$ cat src/rtl/bnn_pkg.sv
// Shared opcodes, response bytes and sequencer state type for the BNN command path.
package bnn_pkg;

    localparam logic [7:0] OP_LOAD   = 8'hA5;
    localparam logic [7:0] OP_RUN    = 8'h5A;
    localparam logic [7:0] OP_STATUS = 8'h3C;

    localparam logic [7:0] RSP_ACK = 8'hAC;
    localparam logic [7:0] RSP_NAK = 8'hEE;

    localparam logic [3:0] STATUS_TAG = 4'h5;

    typedef enum logic [1:0] {
        StIdle,
        StLoad,
        StWaitDone,
        StSend
    } seq_state_t;

endpackage

$ cat src/rtl/bnn_timeout_counter.sv
// Loadable idle-cycle down-counter; expired rises TIMEOUT cycles after the last load.
module bnn_timeout_counter #(
    parameter int unsigned TIMEOUT = 100000
) (
    input  logic clk,
    input  logic rst,
    input  logic load,
    input  logic clear,
    output logic expired
);

    localparam int unsigned CW = $clog2(TIMEOUT);

    logic [CW-1:0] count_q;
    logic          armed_q;

    always_ff @(posedge clk or negedge rst) begin
        if (!rst) begin
            count_q <= '0;
            armed_q <= 1'b0;
        end else if (load) begin
            count_q <= CW'(TIMEOUT - 1);
            armed_q <= 1'b1;
        end else if (clear) begin
            armed_q <= 1'b0;
        end else if (armed_q && (count_q != '0)) begin
            count_q <= count_q - 1'b1;
        end
    end

    assign expired = armed_q && (count_q == '0);

endmodule

$ cat src/rtl/bnn_cmd_sequencer.sv
// Parses UART command bytes, fills the BNN image buffer, runs inference and
// queues a single response byte per command to the UART transmitter.
module bnn_cmd_sequencer
    import bnn_pkg::*;
#(
    parameter int unsigned IMG_BYTES = 8,
    parameter int unsigned TIMEOUT   = 100000
) (
    input  logic                   clk,
    input  logic                   rst,
    input  logic [7:0]             rx_data,
    input  logic                   rx_valid,
    output logic [7:0]             tx_data,
    output logic                   tx_start,
    input  logic                   tx_busy,
    output logic [IMG_BYTES*8-1:0] bnn_img,
    output logic                   bnn_start,
    input  logic                   bnn_done,
    input  logic [3:0]             bnn_class,
    output logic                   busy
);

    localparam int unsigned CntW = (IMG_BYTES > 1) ? $clog2(IMG_BYTES) : 1;

    seq_state_t             state_q, state_d;
    logic [IMG_BYTES*8-1:0] img_q, img_d;
    logic [CntW-1:0]        cnt_q, cnt_d;
    logic                   loaded_q, loaded_d;
    logic                   overrun_q, overrun_d;
    logic                   tout_q, tout_d;
    logic [7:0]             rsp_q, rsp_d;
    logic [7:0]             tx_data_q, tx_data_d;
    logic                   tx_start_q, tx_start_d;
    logic                   bnn_start_q, bnn_start_d;
    logic                   tmr_load, tmr_clear, tmr_expired;

    bnn_timeout_counter #(
        .TIMEOUT (TIMEOUT)
    ) u_timeout (
        .clk     (clk),
        .rst     (rst),
        .load    (tmr_load),
        .clear   (tmr_clear),
        .expired (tmr_expired)
    );

    always_comb begin
        state_d     = state_q;
        img_d       = img_q;
        cnt_d       = cnt_q;
        loaded_d    = loaded_q;
        overrun_d   = overrun_q;
        tout_d      = tout_q;
        rsp_d       = rsp_q;
        tx_data_d   = tx_data_q;
        tx_start_d  = 1'b0;
        bnn_start_d = 1'b0;
        tmr_load    = 1'b0;

        case (state_q)
            StIdle: begin
                if (rx_valid) begin
                    case (rx_data)
                        OP_LOAD: begin
                            state_d  = StLoad;
                            cnt_d    = '0;
                            loaded_d = 1'b0;
                            tmr_load = 1'b1;
                        end
                        OP_RUN: begin
                            if (loaded_q) begin
                                bnn_start_d = 1'b1;
                                state_d     = StWaitDone;
                                tmr_load    = 1'b1;
                            end else begin
                                rsp_d   = RSP_NAK;
                                state_d = StSend;
                            end
                        end
                        OP_STATUS: begin
                            rsp_d     = {STATUS_TAG, loaded_q, overrun_q, tout_q, 1'b0};
                            overrun_d = 1'b0;
                            tout_d    = 1'b0;
                            state_d   = StSend;
                        end
                        default: begin
                            rsp_d   = RSP_NAK;
                            state_d = StSend;
                        end
                    endcase
                end
            end
            StLoad: begin
                // Timeout takes priority over a byte arriving in the same cycle.
                if (tmr_expired) begin
                    tout_d   = 1'b1;
                    loaded_d = 1'b0;
                    rsp_d    = RSP_NAK;
                    state_d  = StSend;
                    if (rx_valid) begin
                        overrun_d = 1'b1;
                    end
                end else if (rx_valid) begin
                    img_d[8*int'(cnt_q) +: 8] = rx_data;
                    tmr_load = 1'b1;
                    if (cnt_q == CntW'(IMG_BYTES - 1)) begin
                        loaded_d = 1'b1;
                        rsp_d    = RSP_ACK;
                        state_d  = StSend;
                    end else begin
                        cnt_d = cnt_q + 1'b1;
                    end
                end
            end
            StWaitDone: begin
                if (rx_valid) begin
                    overrun_d = 1'b1;
                end
                if (bnn_done) begin
                    rsp_d   = {4'h0, bnn_class};
                    state_d = StSend;
                end else if (tmr_expired) begin
                    tout_d   = 1'b1;
                    loaded_d = 1'b0;
                    rsp_d    = RSP_NAK;
                    state_d  = StSend;
                end
            end
            StSend: begin
                if (rx_valid) begin
                    overrun_d = 1'b1;
                end
                if (!tx_busy) begin
                    tx_start_d = 1'b1;
                    tx_data_d  = rsp_q;
                    state_d    = StIdle;
                end
            end
            default: state_d = StIdle;
        endcase

        tmr_clear = (state_d != StLoad) && (state_d != StWaitDone);
    end

    always_ff @(posedge clk or negedge rst) begin
        if (!rst) begin
            state_q     <= StIdle;
            img_q       <= '0;
            cnt_q       <= '0;
            loaded_q    <= 1'b0;
            overrun_q   <= 1'b0;
            tout_q      <= 1'b0;
            rsp_q       <= '0;
            tx_data_q   <= '0;
            tx_start_q  <= 1'b0;
            bnn_start_q <= 1'b0;
        end else begin
            state_q     <= state_d;
            img_q       <= img_d;
            cnt_q       <= cnt_d;
            loaded_q    <= loaded_d;
            overrun_q   <= overrun_d;
            tout_q      <= tout_d;
            rsp_q       <= rsp_d;
            tx_data_q   <= tx_data_d;
            tx_start_q  <= tx_start_d;
            bnn_start_q <= bnn_start_d;
        end
    end

    assign tx_data   = tx_data_q;
    assign tx_start  = tx_start_q;
    assign bnn_start = bnn_start_q;
    assign bnn_img   = img_q;
    assign busy      = (state_q != StIdle);

endmodule

$ cat config.mk
export PLATFORM = sky130hd
export DESIGN_NAME = bnn_cmd_sequencer
export DESIGN_NICKNAME = d
export VERILOG_FILES = /design/src/rtl/bnn_pkg.sv /design/src/rtl/bnn_timeout_counter.sv /design/src/rtl/bnn_cmd_sequencer.sv
export SDC_FILE = /design/constraint.sdc
export NUM_CORES = 1
export LEC_CHECK = 0
export CORE_MARGIN = 5
export CORE_UTILIZATION = 57
export CTS_CLUSTER_SIZE = 8
export DETAILED_ROUTE_END_ITERATION = 10
export PLACE_DENSITY = 0.91
export RECOVER_POWER = 25
export SLEW_MARGIN = 20
export SYNTH_ARGS = -nofsm -noshare
export SYNTH_HDL_FRONTEND = slang
export SYNTH_SLANG_ARGS = --single-unit
$ cat constraint.sdc
create_clock -name clk -period 4.2 [get_ports clk]
set_input_delay 0.84 -clock clk [delete_from_list [all_inputs] [get_ports clk]]
set_output_delay 0.84 -clock clk [all_outputs]
set_load 0.01 [all_outputs]
==> run metrics, run 1 <==
status complete, but fails checks; failing checks capacitance limit, slew limit; fin nets 651; fillers 614; core area 8678 um^2; FP Rows 34; clock tree buffer depth 2; total CTS buffers 9; Layout Skew 0.01522 ns; Min Hold Slack 0.4939 ns; Worst-path clk slew 0.11 ns; area of the mapped netlist 5061 um^2; Clk Latency, worst-skew pair 0.38 ns; CP startpoint kind input port; Die W 104.2 um; Post-Place Cells 720; residual DRC count 0; HP Class reg -> reg; Sequential Area 2653 um^2; first-pass GRT wire length 22.33 mm; vias in the first global route 4522; CP endpoint kind flip-flop; Crit Path Class in -> reg; Critical Path RT 4.45 ns; register bit count reported by yosys 106; fin util 0.7264; Root Driver clkbuf_8; fraction of layout cells with a size suffix above 1 0.09395; Leak Pwr 2.706 nW; Seq/Total Area, Yosys 0.5241; Slew headroom -0.3054; IO Count 92; Setup TNS 0 ns; Synth Area in XOR/XNOR 0.003461; largest family of logic cells by synthesized area simple AND/OR/NAND/NOR gates; critical path startpoint rx_data[0]; Syn. warnings 0; worst-margin pin slew 1.958 ns; Buffers on Ports 91; multiplexer share of the synthesized area 0.04648; area grow syn2layout 24.55%; Fmax 0.2727 GHz; max-cap viol count 1; fin area 6304 um^2; max-slew violations 81; top_reg_cell synth dfrtp_1; Arr. time, crit path 3.92 ns; Die Ht 104.2 um; FF-to-FF End u_timeout.count_q[10]; Min Clock Period, post-route 3.667 ns; multi-input logic area 2147 um^2; starting density of the core 0.5832; number of inserted diodes 0; CTS sink cnt 106; Vias 4466; HPWL Detailed 9.514 mm; 1st-iter DRT viols 316; synthesized net count 568; First-pass DRT Iterations 5; cell taking the most area after synthesis dfrtp_1; CTS tree built; unrepaired setup endpoints after global routing false; CTS Hold Bufs 0; # resized after CTS 0; Post-Syn Instances 540; Final ANT Viol Nets 0; Final WS setup 0.5330 ns; Total Power 3.942 mW; Synth Area in Compound Gates 0.1434; synth top area cells dfrtp_1 (52%), nand2_1 (7.5%), o21ai_0 (6.5%), mux2_2 (4.4%), nand3_1 (3.5%); Reg2Reg Depth 9; Max VDD drop 0.3525 mV; PD cells 625.4 nW/um^2; worst reg2reg startpoint state_q[0]; Layout Cells excl Fill 736; simple-gate portion of the synthesized area 0.2037; top cell type's share of synthesized area 0.5241; pin count of the biggest net entering global routing 81; Setup crit end u_timeout.count_q[10]; H-tree depth 3; worst-path maximum fanout 12; Hold Vio Cnt, Final 0; Netlist cell types 59; postcts setup bufs 0; drt total wl 13.12 mm; syn avg cell area 9.372 um^2; ys async rst share 1.000; Final Cycle Share 0.8731; leading cell type in the layout, fill and taps excluded dfrtp_1; r2r setup slk 0.76 ns; most frequent cells in the layout dfrtp_1 (106), nand2_1 (101), clkdlybuf4s50_1 (90); EDFF count, synth 0; Global Route Usage Sum 0.2458; post-DR wirelength/cell 17.83 um; initial antenna violation count 0; vias per inst 6.068; Final Wtd Congestion 0.9019; Die ar. 10860 um^2; Placed Area 6072 um^2; final setup fails 0; Post-Synth Adder-Cell Area 0.02719; GR Overflow Total 0; setup slack at placement 0.2267 ns
state kept, by name, indices dropped and copies added, names as in the netlist:
signal and flops:
rsp_q 7, bnn_img 64, u_timeout.armed_q 1, cnt_q 3, bnn_start 1, state_q 2
u_timeout.count_q 17, tout_q 1, tx_data 7, overrun_q 1, loaded_q 1, tx_start 1
logic make-up after synthesis:
logic type / Yosys count
AND/OR/NAND/NOR: 215
AO/OA/AOI/OAI: 119
flip-flops: 106
buffers and inverters: 66
multiplexers: 21
adder cells (fa/ha/maj): 11
XOR/XNOR: 2
critical path, stage by stage:
cell and delay, ns:
clkdlybuf4s50_1 0.55, nor4bb_1 0.49, nand3_1 0.24, a21o_1 0.23
a211oi_1 0.34, o2111ai_1 0.49, o31a_1 0.42, or3_1 0.31
power breakdown:
| group | total, mW | internal, mW | switching (mW) |
|---|---|---|---|
| Combinational | 1.73 | 0.792 | 0.940 |
| Sequential | 1.48 | 1.29 | 0.193 |
| Clock | 0.731 | 0.360 | 0.372 |
routing by layer:
layer / vias to the layer above / global-route usage / routed length [um]
li1: 2032 / - / -
met5: - / 0 / 0
met2: 203 / 0.4194 / 6680
met4: 0 / 0.09991 / 399
met3: 46 / 0.04593 / 867
met1: 2185 / 0.3073 / 5177
synthesized netlist by cell type (2+ instances only):
master and number:
a21oi_1 15, a31oi_1 4, or3_1 12, o31ai_1 6
o211ai_1 3, inv_1 33, and3_1 3, ha_1 11
a2111oi_0 2, o21a_1 2, dfrtp_1 106, a41oi_1 2
nand3b_1 2, nor2_1 26, buf_1 3, buf_2 2
nor4bb_1 2, nand3_1 35, o21ai_0 66, nor3_1 8
nor4_1 3, clkbuf_1 26, nand2b_1 4, or4_1 10
mux2_2 20, nand2_1 101
how the worst min path moves through the flow:
stage,cells past startpoint,start,endpoint
5_1_grt,2,bnn_img[28],bnn_img[28]
2_1_floorplan,1,tout_q,tout_q
4_1_cts,2,bnn_img[8],bnn_img[8]
3_3_place_gp,2,bnn_img[59],bnn_img[59]
6_report,2,bnn_img[28],bnn_img[28]
3_5_place_dp,2,bnn_img[8],bnn_img[8]
area by class of cell:
class,instances,area share
inverter,33,0.01965
timing repair buffer,105,0.1604
multi-input combinational,368,0.3406
clock inverter,6,0.01528
clock buffer,10,0.02183
tap,108,0.02144
sequential,106,0.4208
No activity file was read; power rests on OpenSTA's default activity.
==> inputs of run 2 (changes only) <==
- SLEW_MARGIN: 20 -> 0
==> run 2 against run 1 <==
  * The flow still finishes with violations (capacitance limit, slew limit)
  * Wire length up 0.11%
  * Non-clock buffer count did not move
  * Sequential cell count is the same
  * Worst setup slack got worse by 0.044 ns
  * Die area unchanged
  * Worst hold slack is essentially flat
  * Via count barely moved
  * Cell count stayed put
  * Critical endpoint unchanged
==> run metrics, run 2 (synthesized netlist as in run 1, its figures left out) <==
status complete, but fails checks; failing checks capacitance limit, slew limit; 1st-iter DRT viols 296; pin count of the biggest net entering global routing 81; Die Ht 104.2 um; Min Hold Slack 0.4939 ns; Final ANT Viol Nets 0; Post-Place Cells 720; Slowest-stage cell, CP clkdlybuf4s50_1; vias per inst 6.069; HP Class reg -> reg; drt total wl 13.14 mm; final setup fails 0; Hold Vio Cnt, Final 0; Arr. time, crit path 3.96 ns; Clk Latency, worst-skew pair 0.38 ns; Hold Crit Depth 2; starting density of the core 0.5832; First-pass DRT Iterations 5; GR Overflow Total 0; post-DR wirelength/cell 17.85 um; fraction of layout cells with a size suffix above 1 0.09395; Layout Cells excl Fill 736; total CTS buffers 9; CP startpoint kind input port; Final Wtd Congestion 0.9019; CP Depth 8; Leak Pwr 2.706 nW; initial antenna violation count 0; Die ar. 10860 um^2; H-tree depth 3; Buffers on Ports 91; Root Driver clkbuf_8; CTS tree built; Worst-path clk slew 0.11 ns; Reg2Reg Depth 9; Critical Path RT 4.45 ns; Setup TNS 0 ns; CTS Hold Bufs 0; fillers 614; Layout Skew 0.01732 ns; Vias 4467; max-cap viol count 1; PD cells 625.4 nW/um^2; Global Route Usage Sum 0.2458; Max stage delay on crit path 0.61 ns; IO Count 92; leading cell type in the layout, fill and taps excluded dfrtp_1; max-slew violations 81; vias in the first global route 4522; Min Clock Period, post-route 3.711 ns; family with the most delay on the worst path compound AO/OA/AOI/OAI gates; HPWL Detailed 9.514 mm; Slew headroom -0.2979; core area 8678 um^2; worst-path maximum fanout 12; number of flip-flops in the largest register 64; fin nets 651; Placed Area 6072 um^2; Crit Path Class in -> reg; residual DRC count 0; clock tree buffer depth 2; CP endpoint kind flip-flop; most frequent cells in the layout dfrtp_1 (106), nand2_1 (101), clkdlybuf4s50_1 (90); postcts setup bufs 0; # resized after CTS 0; FP Rows 34; CTS sink cnt 106; first-pass GRT wire length 22.33 mm; Worst Path Buf+Inv 1; Max VDD drop 0.3525 mV; Final Cycle Share 0.8836; unrepaired setup endpoints after global routing false; worst-margin pin slew 1.947 ns; Fmax 0.2695 GHz; Die W 104.2 um; number of inserted diodes 0; Total Power 3.942 mW; area grow syn2layout 24.55%; crit-path cells clkdlybuf4s50_1 > nor4bb_1 > nand3_1 > a21o_1 > a211oi_1 > o2111ai_1 > o31a_1 > or3_1; fin area 6304 um^2
run 2: cell counts in the layout (fill, tap and decap cells not counted):
Identical to the previous run, type by type.
run 2: power by group:
group	total [mW]	switching (mW)	internal (mW)
sequential	1.48	0.193	1.29
combinational	1.73	0.940	0.792
clock	0.731	0.371	0.360
run 2: path summary, 6_finish.rpt:
kind,startpoint,end,slack (ns)
setup / recovery,rx_data[7],u_timeout.count_q[10],0.49
hold / removal,bnn_img[28],bnn_img[28],0.49
setup reg to reg,state_q[0],u_timeout.count_q[10],0.73
hold reg to reg,bnn_img[28],bnn_img[28],0.49
max in group asynchronous,rst,bnn_img[3],1.98
min in group asynchronous,rst,bnn_img[38],0.99
run 2: layer usage:
| layer | track usage | wire, um | vias up | part of all wire |
|---|---|---|---|---|
| li1 | - | - | 2034 | - |
| met1 | 0.3073 | 5111 | 2179 | 0.39 |
| met2 | 0.4194 | 6742 | 211 | 0.51 |
| met3 | 0.04593 | 903 | 43 | 0.069 |
| met4 | 0.09991 | 381 | 0 | 0.029 |
| met5 | 0 | 0 | - | 0 |
run 2: tightest hold or removal path, cell delays in order, from the launching register on:
cell and delay, ns:
dfrtp_1 0.36, nand2_1 0.05, o21ai_0 0.06
run 2: final cells by class:
| cell class | instances | area [um^2] | share of cell area |
|---|---|---|---|
| clock buffer | 10 | 137.6 | 0.02183 |
| clock inverter | 6 | 96.34 | 0.01528 |
| inverter | 33 | 123.9 | 0.01965 |
| multi-input combinational | 368 | 2147 | 0.3406 |
| sequential | 106 | 2653 | 0.4208 |
| tap | 108 | 135.1 | 0.02144 |
| timing repair buffer | 105 | 1011 | 0.1604 |
run 2: per-stage QoR:
step             util  setup slack [ns]
3_5_place_dp   0.6997            0.2267
5_1_grt        0.7264            0.3717
6_report       0.7264            0.4888
4_1_cts        0.7266            0.6087
3_3_place_gp   0.6997            0.4048
2_1_floorplan       -             1.153
